<file path="src/rtl/controller.sv">
// Multicycle control FSM: fetches an instruction word into IR, decodes it and
// sequences the datapath muxes and write strobes for each instruction class.
module controller #(
  parameter int WIDTH   = 16,
  parameter int REGBITS = 4
) (
  input  logic               clk,
  input  logic               reset,
  input  logic [WIDTH-1:0]   mem_out,
  input  logic               mem_ready,
  input  logic [4:0]         flags,
  output logic [3:0]         opcode,
  output logic [3:0]         opext,
  output logic [REGBITS-1:0] rdest_addr,
  output logic [REGBITS-1:0] rsrc_addr,
  output logic [7:0]         imm,
  output logic               wa_s,
  output logic               pc_s,
  output logic               alub_s,
  output logic               mem_s,
  output logic               pcen,
  output logic               signext_sign,
  output logic               regwrite,
  output logic               memwrite,
  output logic               flagwrite,
  output logic               illegal,
  output logic [1:0]         wd_s,
  output logic [1:0]         alua_s
);

  typedef enum logic [3:0] {
    StFetch, StDecode, StExecR, StExecI, StLoad, StStore, StBranch, StJump, StJal
  } state_e;

  state_e      state_q, state_d;
  logic [15:0] ir_q, ir_d;
  logic        illegal_q, illegal_d;
  logic        r_valid, cond;
  logic        flag_c, flag_l, flag_f, flag_z, flag_n;

  assign {flag_c, flag_l, flag_f, flag_z, flag_n} = flags;

  assign opcode     = ir_q[15:12];
  assign opext      = ir_q[7:4];
  assign rdest_addr = REGBITS'(ir_q[11:8]);
  assign rsrc_addr  = REGBITS'(ir_q[3:0]);
  assign imm        = ir_q[7:0];
  assign illegal    = illegal_q;

  always_comb begin
    unique case (opext)
      4'b0001, 4'b0010, 4'b0011, 4'b0101, 4'b0110,
      4'b0111, 4'b1001, 4'b1010, 4'b1011, 4'b1101: r_valid = 1'b1;
      default:                                    r_valid = 1'b0;
    endcase
  end

  // Condition field lives in the Rdest slot for branches and jumps.
  always_comb begin
    unique case (ir_q[11:8])
      4'b0000: cond = flag_z;
      4'b0001: cond = !flag_z;
      4'b0010: cond = flag_c;
      4'b0011: cond = !flag_c;
      4'b0100: cond = flag_l;
      4'b0101: cond = !flag_l;
      4'b0110: cond = flag_n;
      4'b0111: cond = !flag_n;
      4'b1000: cond = flag_f;
      4'b1001: cond = !flag_f;
      4'b1010: cond = !flag_l && !flag_z;
      4'b1011: cond = flag_l || flag_z;
      4'b1100: cond = !flag_n && !flag_z;
      4'b1101: cond = flag_n || flag_z;
      4'b1110: cond = 1'b1;
      default: cond = 1'b0;
    endcase
  end

  always_comb begin
    state_d   = state_q;
    ir_d      = ir_q;
    illegal_d = 1'b0;
    unique case (state_q)
      StFetch: begin
        if (mem_ready) begin
          ir_d    = mem_out[15:0];
          state_d = StDecode;
        end
      end
      StDecode: begin
        state_d = StFetch;
        case (opcode)
          4'b0000: if (r_valid) state_d = StExecR; else illegal_d = 1'b1;
          4'b0101, 4'b1101, 4'b1011: state_d = StExecI;
          4'b0100: begin
            case (opext)
              4'b0000: state_d = StLoad;
              4'b0100: state_d = StStore;
              4'b1100: state_d = StJump;
              4'b1000: state_d = StJal;
              default: illegal_d = 1'b1;
            endcase
          end
          4'b1100: state_d = StBranch;
          default: illegal_d = 1'b1;
        endcase
      end
      StLoad, StStore: if (mem_ready) state_d = StFetch;
      default:         state_d = StFetch;
    endcase
  end

  always_ff @(posedge clk) begin
    if (!reset) begin
      state_q   <= StFetch;
      ir_q      <= '0;
      illegal_q <= 1'b0;
    end else begin
      state_q   <= state_d;
      ir_q      <= ir_d;
      illegal_q <= illegal_d;
    end
  end

  always_comb begin
    wa_s         = 1'b0;
    pc_s         = 1'b0;
    alub_s       = 1'b0;
    mem_s        = 1'b0;
    pcen         = 1'b0;
    signext_sign = 1'b0;
    regwrite     = 1'b0;
    memwrite     = 1'b0;
    flagwrite    = 1'b0;
    wd_s         = 2'b00;
    alua_s       = 2'b00;
    unique case (state_q)
      StFetch: begin
        alua_s = 2'b01;
        alub_s = 1'b1;
        pcen   = mem_ready;
      end
      StExecR, StExecI: begin
        alub_s       = (state_q == StExecI);
        wd_s         = 2'b11;
        wa_s         = 1'b1;
        flagwrite    = 1'b1;
        regwrite     = (opext != 4'b1011) && (opcode != 4'b1011);
        alua_s       = ((state_q == StExecR && opext == 4'b1101) || opcode == 4'b1101) ?
                       2'b10 : 2'b00;
        signext_sign = (state_q == StExecI) && (opcode != 4'b1101);
      end
      StLoad: begin
        mem_s    = 1'b1;
        regwrite = mem_ready;
        wa_s     = mem_ready;
      end
      StStore: begin
        mem_s    = 1'b1;
        memwrite = 1'b1;
      end
      StBranch: begin
        alua_s       = 2'b01;
        alub_s       = 1'b1;
        signext_sign = 1'b1;
        pcen         = cond;
      end
      StJump: begin
        pc_s = 1'b1;
        pcen = cond;
      end
      StJal: begin
        regwrite = 1'b1;
        wd_s     = 2'b01;
        wa_s     = 1'b1;
        pcen     = 1'b1;
        pc_s     = 1'b1;
      end
      default: ;
    endcase
    // Strobes stay quiet for as long as reset is held, whatever mem_ready does.
    if (!reset) begin
      pcen      = 1'b0;
      regwrite  = 1'b0;
      memwrite  = 1'b0;
      flagwrite = 1'b0;
    end
  end

endmodule

</file>
<file path="config.mk">
export PLATFORM = sky130hd
export DESIGN_NAME = controller
export DESIGN_NICKNAME = d
export VERILOG_FILES = /design/src/rtl/controller.sv
export SDC_FILE = /design/constraint.sdc
export NUM_CORES = 1
export LEC_CHECK = 0
export BUFFER_PORTS_ARGS = -buffer_cell sky130_fd_sc_hd__buf_4
export CORE_ASPECT_RATIO = 0.8
export CORE_MARGIN = 2
export CORE_UTILIZATION = 49
export CTS_BUF_LIST = sky130_fd_sc_hd__clkbuf_4 sky130_fd_sc_hd__clkbuf_8
export DETAILED_ROUTE_END_ITERATION = 12
export PLACE_DENSITY_LB_ADDON = 0.25
export SLEW_MARGIN = 20
export SYNTH_ARGS = -nofsm -noshare
export SYNTH_HDL_FRONTEND = slang
export SYNTH_SLANG_ARGS = --single-unit
</file>
<file path="constraint.sdc">
create_clock -name clk -period 1.9 [get_ports clk]
set_input_delay 0.095 -clock clk [delete_from_list [all_inputs] [get_ports clk]]
set_output_delay 0.095 -clock clk [all_outputs]
set_load 0.02 [all_outputs]
</file>
==> results by group, run 1 <==
GRT
  – Initial antenna violation count: 0
  – Gr ovfl total: 0
  – Fraction of met2 tracks used by global routing: 0.3750
  – Gr busiest metal: met2
  – Met1 track demand over resource in global routing: 0.2916
  – Wire length of the first global-routing pass: 5.837 mm
  – Number of global-route vias before repair: 1,266
  – Global Route met3 Usage: 0.03680
  – Maximum number of pins on one net before global-route repair: 19
  – Global-route usage over all layers: 0.2211

Route
  – Violation count after the first detailed-routing iteration: 155
  – First-pass iteration count of the detailed router: 4
  – Final wirelength: roughly 3.8 mm
  – Via/cell ratio: approximately 5.4
  – Routed wire per std cell: between 10 and 15 um
  – Residual antenna-violating net count after detailed routing: 0
  – Vias: roughly 1.5k
  – Total DRC errors in the routed layout: 0

Floorplan
  – Die footprint: 3325 um2
  – Die Height: 51.98 um
  – Boundary pin count: 62
  – Placement row count: 17
  – Die width: ~64 um
  – Initial Util: 0.5139
  – Core Area: between 2000 and 3000 um2

Layout
  – Fraction of final layout cells with drive strength greater than 1: 0.3633
  – Footprint of the flip-flops and latches: 452.9 um2
  – Number of diodes: 0
  – Growth of design area from synthesis to finish: 36.73%
  – Count of nets after finishing: between 200 and 300
  – Footprint of the multi-input gates: 843.3 um2
  – Summed area of non-filler cells in the final layout: 1928 um2
  – Fillers: between 200 and 250

Synthesis
  – Number of nets produced by synthesis: between 200 and 250
  – Portion of synthesized cell area occupied by the leading cell type: 0.3123
  – Post-synthesis cell area: between 1000 and 1500 um2
  – Post-synth top area cell: dfxtp_1
  – Ranking of synthesized cells by instance count: nand2_1 (40), a21oi_1 (24), dfxtp_1 (22), nor2_1 (12), buf_4 (9)
  – Most used flip-flop cell after synthesis: dfxtp_1
  – Count of flip-flops with a built-in enable after synthesis: 0
  – Synthesized instance count: 194
  – Share of flip-flops with an asynchronous set or reset after synthesis: 0
  – Most frequent cell after synthesis: nand2_1
  – Synth Area per Inst: roughly 7.3 um2
  – Number of distinct standard cells referenced by the synthesized netlist: 47
  – Synthesis-stage register bit count: 22
  – Largest cells by area after synthesis: dfxtp_1 (31%), nand2_1 (11%), a21oi_1 (8.5%)
  – Warnings, synthesis: 0
  – Post-synthesis sequential area ratio: 0.3123

Critical path
  – Largest delay share family, worst path: simple AND/OR/NAND/NOR gates
  – Top fanout value on the critical path: 6
  – Critical path depth in cells: 4
  – Register-to-register setup slack: roughly 0.25 ns
  – End of the worst register-to-register path: r_valid$_DFF_P_
  – Largest stage delay on the critical path: just over 0.6 ns
  – Critical Path Start: ir_q[6]$_SDFFE_PN0P_
  – CP Launch Type: flip-flop
  – Crit path max-delay cell type: or4b_2
  – CP Cell Sequence: nand2_1 -> or4b_2 -> a21oi_1 -> buf_4
  – Required arrival time at the worst endpoint: 1.80 ns
  – Depth of the most critical reg-to-reg path: 5
  – Type of the setup path with the least slack: reg -> out
  – Kind of capture point of the worst setup path: output port
  – Worst EP arrival: around 1.7 ns
  – Worst setup path end: alua_s[1]
  – Source of the worst register-to-register timing path: state_q[3]$_SDFFE_PN0P_
  – Critical path buffer and inverter count: 1

STA
  – Final critical-path share of the clock period: 0.9623
  – Accumulated negative setup slack: 0 ns
  – Endpoints failing hold: 0
  – Actual slew at the worst max-slew pin: about 0.36 ns
  – Max-slew violations: 0
  – Unrepaired setup endpoints after global routing: false
  – Worst rel slew slack: 0.7579
  – Setup violations, final: 0
  – Highest clock frequency the design can meet: roughly 550 MHz
  – Min cycle time layout: approximately 1.8 ns
  – Clock Skew: approximately 0.0073 ns

Place
  – Area after DPL: ~1800 um2
  – Gp weighted congestion: 0.7654
  – Detailed placement HPWL: around 2.7 mm
  – Quantity of I/O buffers inserted on ports: a little over 60

Power
  – Max IR drop VDD: 558.2 uV
  – Overall power consumption: between 1000 and 1500 uW
  – Total power per unit cell area: slightly above 600 nW/um2
  – Static leakage power: just over 0.0008 uW

Status
  – Run status: completed

CTS
  – TritonCTS Sinks: 22
  – Root buffer selected by CTS: clkbuf_4
  – Maximum level of the CTS H-tree: 1
  – Clock slew seen by the registers of the worst setup and hold paths: 0.13 ns
  – TritonCTS clock tree: yes
  – Clk_lat worst skew: 0.30 ns
  – Total CTS buffers: 3
  – Deepest clock path buffer count: 2

Run
  – Count of max-cap constraint violations: 0

Hold path
  – Worst hold path type: in -> reg
  – Hold_sp: mem_out[10]
  – Number of instances on the worst hold path: 3
[flip-flops by register name, indices dropped and copies added, names as in the netlist]
signal / flops
ir_q: 16
r_valid: 1
state_q: 4
illegal: 1
[layout make-up]
class                      count  area share
clock buffer                   3     0.01168
clock inverter                 1     0.01557
inverter                       5    0.009734
multi-input combinational    146      0.4374
sequential                    22      0.2349
tap                           38     0.02466
timing repair buffer          68      0.2661
[worst reg2reg max path, delay by kind of cell, from the launching register on]
family                 cells  cell delay [ns]
buffers and inverters      1             0.17
AO/OA/AOI/OAI              1             0.21
AND/OR/NAND/NOR            2             0.53
multiplexers               1             0.32
flip-flops                 1             0.33
[power by group]
part	internal (uW)	switching, uW
Sequential	489	43.5
Clock	213	140
Combinational	149	166
[per-layer routing]
metal	wire, um	share of wire
met4	29	0.0076
met2	1769	0.47
met5	0	0
met1	1742	0.46
met3	252	0.066
[placed cells by master, fill, tap and decap left out, types with 3 or more instances in the layout]
master    count
buf_4        67
nor4_1        4
dfxtp_1      14
inv_1         4
mux2i_1       3
clkbuf_4      3
dfxtp_2       7
o21ai_0       6
nor3_1        4
nand2_1      40
nand3_1       5
nor3b_1       3
a21oi_1      24
nor2_1       12
nand2b_1      3
nor2b_1       4
[stage by stage]
stage	worst slack, ns	hold WS, ns	util	cells
after CTS	0.006240	0.01654	0.6899	281
after detailed placement	0.2300	0.3503	0.6694	277
after floorplan	0.1749	0.2310	-	194
after global placement	0.2864	0.3443	0.6694	277
after global routing	0.003465	0.005622	0.7027	283
final	0.07166	0.01686	0.7027	283
[what timing repair did]
item                                   4_1_cts  5_1_grt
resized for setup                            3       11
buffers inserted                             0        1
setup endpoints to repair                    2        3
cloned                                       0        0
hold buffers                                 0        1
endpoints found under the hold margin        0        1
[worst min-delay path by stage]
stage                                       end  slack (ns)
after global routing       ir_q[3]$_SDFFE_PN0P_       0.006
after detailed placement   ir_q[1]$_SDFFE_PN0P_        0.35
final                     ir_q[10]$_SDFFE_PN0P_        0.02
after global placement     ir_q[1]$_SDFFE_PN0P_        0.34
after CTS                  ir_q[1]$_SDFFE_PN0P_        0.02
after floorplan           ir_q[10]$_SDFFE_PN0P_        0.23
[cells by family (layout without fill, tap and decap cells)]
family,after synthesis,after routing,synth area share
and+or+nand+nor,87,87,0.3088
AOI/OAI and AO/OA,54,54,0.2431
buffers and inverters,26,77,0.09582
DFF,22,22,0.3123
muxes,5,5,0.03993
(Power assumes the default switching activity.)
==> run 2: changes to the inputs <==
- BUFFER_PORTS_ARGS: -buffer_cell sky130_fd_sc_hd__buf_4 -> -buffer_cell sky130_fd_sc_hd__buf_2
==> run 2 against run 1 <==
  * Final cell count unchanged
  * Largest cell class unchanged
  * Largest power group unchanged
  * Worst setup slack improved by 0.014 ns
  * Total power fell by 1.7%
  * Die area unchanged
  * Register-to-register slack better by 0.05 ns
  * Global-route usage shrank 0.45 points
  * Critical path depth grew 1
  * Sequential share of layout area grew 1.9 points
  * Cell area fell by 5.8%
  * First-iteration DRC count decreased by 16%
  * Non-clock buffer count stayed put
  * Utilization decreased by 4.1 points
==> results by group, run 2 (synthesis gave the netlist of run 1 again) <==
Critical path
  – Worst EP arrival: 1.72 ns (about the same)
  – Top fanout value on the critical path: 13 (+7)
  – Required arrival time at the worst endpoint: 1.80 ns (about the same)
  – Type of the setup path with the least slack: reg -> out
  – Depth of the most critical reg-to-reg path: 4 (-1)
  – CP Launch Type: flip-flop
  – Largest stage delay on the critical path: 0.44 ns (-0.17 ns)
  – Register-to-register setup slack: 0.30 ns (+0.05 ns)
  – Crit path max-delay cell type: dfxtp_4
  – Worst setup path end: pcen
  – Source of the worst register-to-register timing path: state_q[0]$_SDFFE_PN0P_
  – Kind of capture point of the worst setup path: output port
  – CP Cell Sequence: mux2_2 -> mux2i_1 -> a2111oi_2 -> a21oi_1 -> buf_2
  – End of the worst register-to-register path: r_valid$_DFF_P_
  – Critical Path Start: ir_q[9]$_SDFFE_PN0P_

Route
  – Residual antenna-violating net count after detailed routing: 0 (unchanged)
  – Violation count after the first detailed-routing iteration: 130 (-16%)
  – Routed wire per std cell: 12.93 um (-3.5%)
  – Final wirelength: 3.660 mm (-3.5%)
  – Vias: 1,517 (unchanged)
  – Total DRC errors in the routed layout: 0 (unchanged)
  – First-pass iteration count of the detailed router: 4 (unchanged)
  – Via/cell ratio: 5.360 (unchanged)

STA
  – Final critical-path share of the clock period: 0.9549 (-0.007431)
  – Endpoints failing hold: 0 (unchanged)
  – Worst rel slew slack: 0.7535 (-0.004410)
  – Min cycle time layout: 1.814 ns (-0.01412 ns)
  – Actual slew at the worst max-slew pin: 0.3659 ns (+0.007794 ns)
  – Final worst-path setup slack: 0.08578 ns (+0.01412 ns)
  – Setup violations, final: 0 (unchanged)
  – Clock Skew: 0.003138 ns (-0.004152 ns)
  – Worst slack on hold paths: 0.003536 ns (-0.01332 ns)
  – Max-slew violations: 0 (unchanged)
  – Highest clock frequency the design can meet: 551.2 MHz (+0.78%)

Power
  – Max IR drop VDD: 435.2 uV (-22%)
  – Proportion of power drawn by flip-flops and latches: 0.451 (+0.007)
  – Overall power consumption: 1181 uW (-1.7%)
  – Combinational group share of total power: 0.238 (-0.024)
  – Pint: 817.2 uW (-4.1%)
  – Static leakage power: 0.0008033 uW (-2.7%)
  – Power spent charging and discharging nets: 363.6 uW (+4.1%)
  – Clock group share of total power: 0.311 (+0.017)
  – Switching fraction of total power: 0.3079 (+0.01724)
  – Total power per unit cell area: 649.9 nW/um2 (+4.3%)

GRT
  – Maximum number of pins on one net before global-route repair: 19 (unchanged)
  – Gr ovfl total: 0 (unchanged)
  – Initial antenna violation count: 0 (unchanged)
  – Number of global-route vias before repair: 1,272 (+0.47%)
  – Global-route usage over all layers: 0.2166 (-0.004511)
  – Wire length of the first global-routing pass: 5.733 mm (-1.8%)

Layout
  – Flip-flop count of the largest register, all copies and words added: 16 (unchanged)
  – Growth of design area from synthesis to finish: 28.84%
  – Fraction of final layout cells with drive strength greater than 1: 0.3755 (+0.01224)
  – Most common cell after layout, fill and taps aside: buf_2
  – Utilization of the core after routing: 0.6621 (-0.04058)
  – Most frequent cells in the layout: buf_2 (60), nand2_1 (39), a21oi_1 (23)
  – Biggest registers after layout: ir_q x16, state_q x4
  – Number of diodes: 0 (unchanged)
  – Largest reg by FF count: ir_q
  – Count of nets after finishing: 270 (unchanged)
  – Fillers: 248 (+0.81%)

Hold path
  – Worst hold path type: in -> reg

Floorplan
  – Die width: 63.98 um (unchanged)
  – Die Height: 51.98 um (unchanged)
  – Die footprint: 3325 um2 (unchanged)
  – Boundary pin count: 62 (unchanged)
  – Placement row count: 17 (unchanged)
  – Initial Util: 0.5139 (unchanged)
  – Core Area: 2744 um2 (unchanged)

CTS
  – Root buffer selected by CTS: clkbuf_4
  – Maximum level of the CTS H-tree: 1 (unchanged)
  – TritonCTS Sinks: 22 (unchanged)
  – Total CTS buffers: 3 (unchanged)
  – Deepest clock path buffer count: 2 (unchanged)
  – Clk_lat worst skew: 0.31 ns (about the same)
  – Clock slew seen by the registers of the worst setup and hold paths: 0.13 ns (about the same)
  – TritonCTS clock tree: yes

Place
  – Gp weighted congestion: 0.7973 (+4.2%)
  – Detailed placement HPWL: 2.549 mm (-4.4%)
  – Quantity of I/O buffers inserted on ports: 61 (unchanged)
  – DP Worst Slack: 0.2305 ns (+0.0005420 ns)

Status
  – Run status: completed

Run
  – Count of max-cap constraint violations: 0 (unchanged)
[run 2: changes by cell type in the layout (fill, tap and decap cells not counted), moves of 2 or more]
cell       before  now
dfxtp_2         7    4
dfxtp_4         1    4
buf_4          67    6
buf_2           0   60
a2111oi_1       2    0
[run 2: layout make-up]
type / instances / area [um2] / share of cell area
clock buffers: 3 / 22.52 / 0.01240
clock inverters: 1 / 30.03 / 0.01653
inverters: 5 / 18.77 / 0.01033
multi-input cells: 146 / 872.1 / 0.4800
flip-flops and latches: 22 / 460.4 / 0.2534
well taps: 38 / 47.55 / 0.02617
repair buffers: 68 / 365.4 / 0.2011
[run 2: timing repair]
item,CTS,global route
hold buffers,2,0
pin swaps,0,1
setup endpoints to repair,2,3
gates resized for setup,5,17
buffers inserted,0,1
hold endpoints to repair,2,0
[run 2: worst min-delay path by stage]
| stage | from | end | slack (ns) | depth (start not counted) |
|---|---|---|---|---|
| floorplan | mem_out[10] | ir_q[10]$_SDFFE_PN0P_ | 0.23 | 2 |
| global placement | mem_out[2] | ir_q[2]$_SDFFE_PN0P_ | 0.34 | 3 |
| detailed placement | mem_out[12] | ir_q[12]$_SDFFE_PN0P_ | 0.34 | 3 |
| CTS | mem_out[11] | ir_q[11]$_SDFFE_PN0P_ | 0.0008 | 3 |
| global route | mem_out[3] | ir_q[3]$_SDFFE_PN0P_ | 0.003 | 3 |
| finish | mem_out[3] | ir_q[3]$_SDFFE_PN0P_ | 0.004 | 3 |
[run 2: power groups by stage]
| stage | Clock, uW | Sequential, uW | Combinational, uW |
|---|---|---|---|
| 5_1_grt | 383 | 540 | 307 |
| 6_report | 367 | 533 | 281 |
| 2_1_floorplan | 0 | 549 | 177 |
| 3_3_place_gp | 0 | 540 | 262 |
| 4_1_cts | 365 | 532 | 268 |
| 3_5_place_dp | 0 | 541 | 264 |
[run 2: stage by stage]
step,area (um2),std cells,setup TNS (ns)
global route,1817,283,-0.004590
global placement,1677,276,0
CTS,1755,282,0
finish,1817,283,0
detailed placement,1677,276,0
floorplan,1410,194,0
[run 2: metal layers]
| layer | share of wire | up-vias | GRT usage |
|---|---|---|---|
| met2 | 0.45 | 61 | 0.3455 |
| li1 | - | 779 | - |
| met1 | 0.48 | 675 | 0.3071 |
| met3 | 0.064 | 2 | 0.03247 |
| met5 | 0 | - | 0 |
| met4 | 0.0038 | 0 | 0.05435 |
[run 2: worst max-delay path, delay by kind of cell (launching register included)]
family	cells	cell delay [ns]
AOI/OAI and AO/OA	2	0.25
DFF	1	0.44
buffers and inverters	1	0.18
muxes	2	0.55
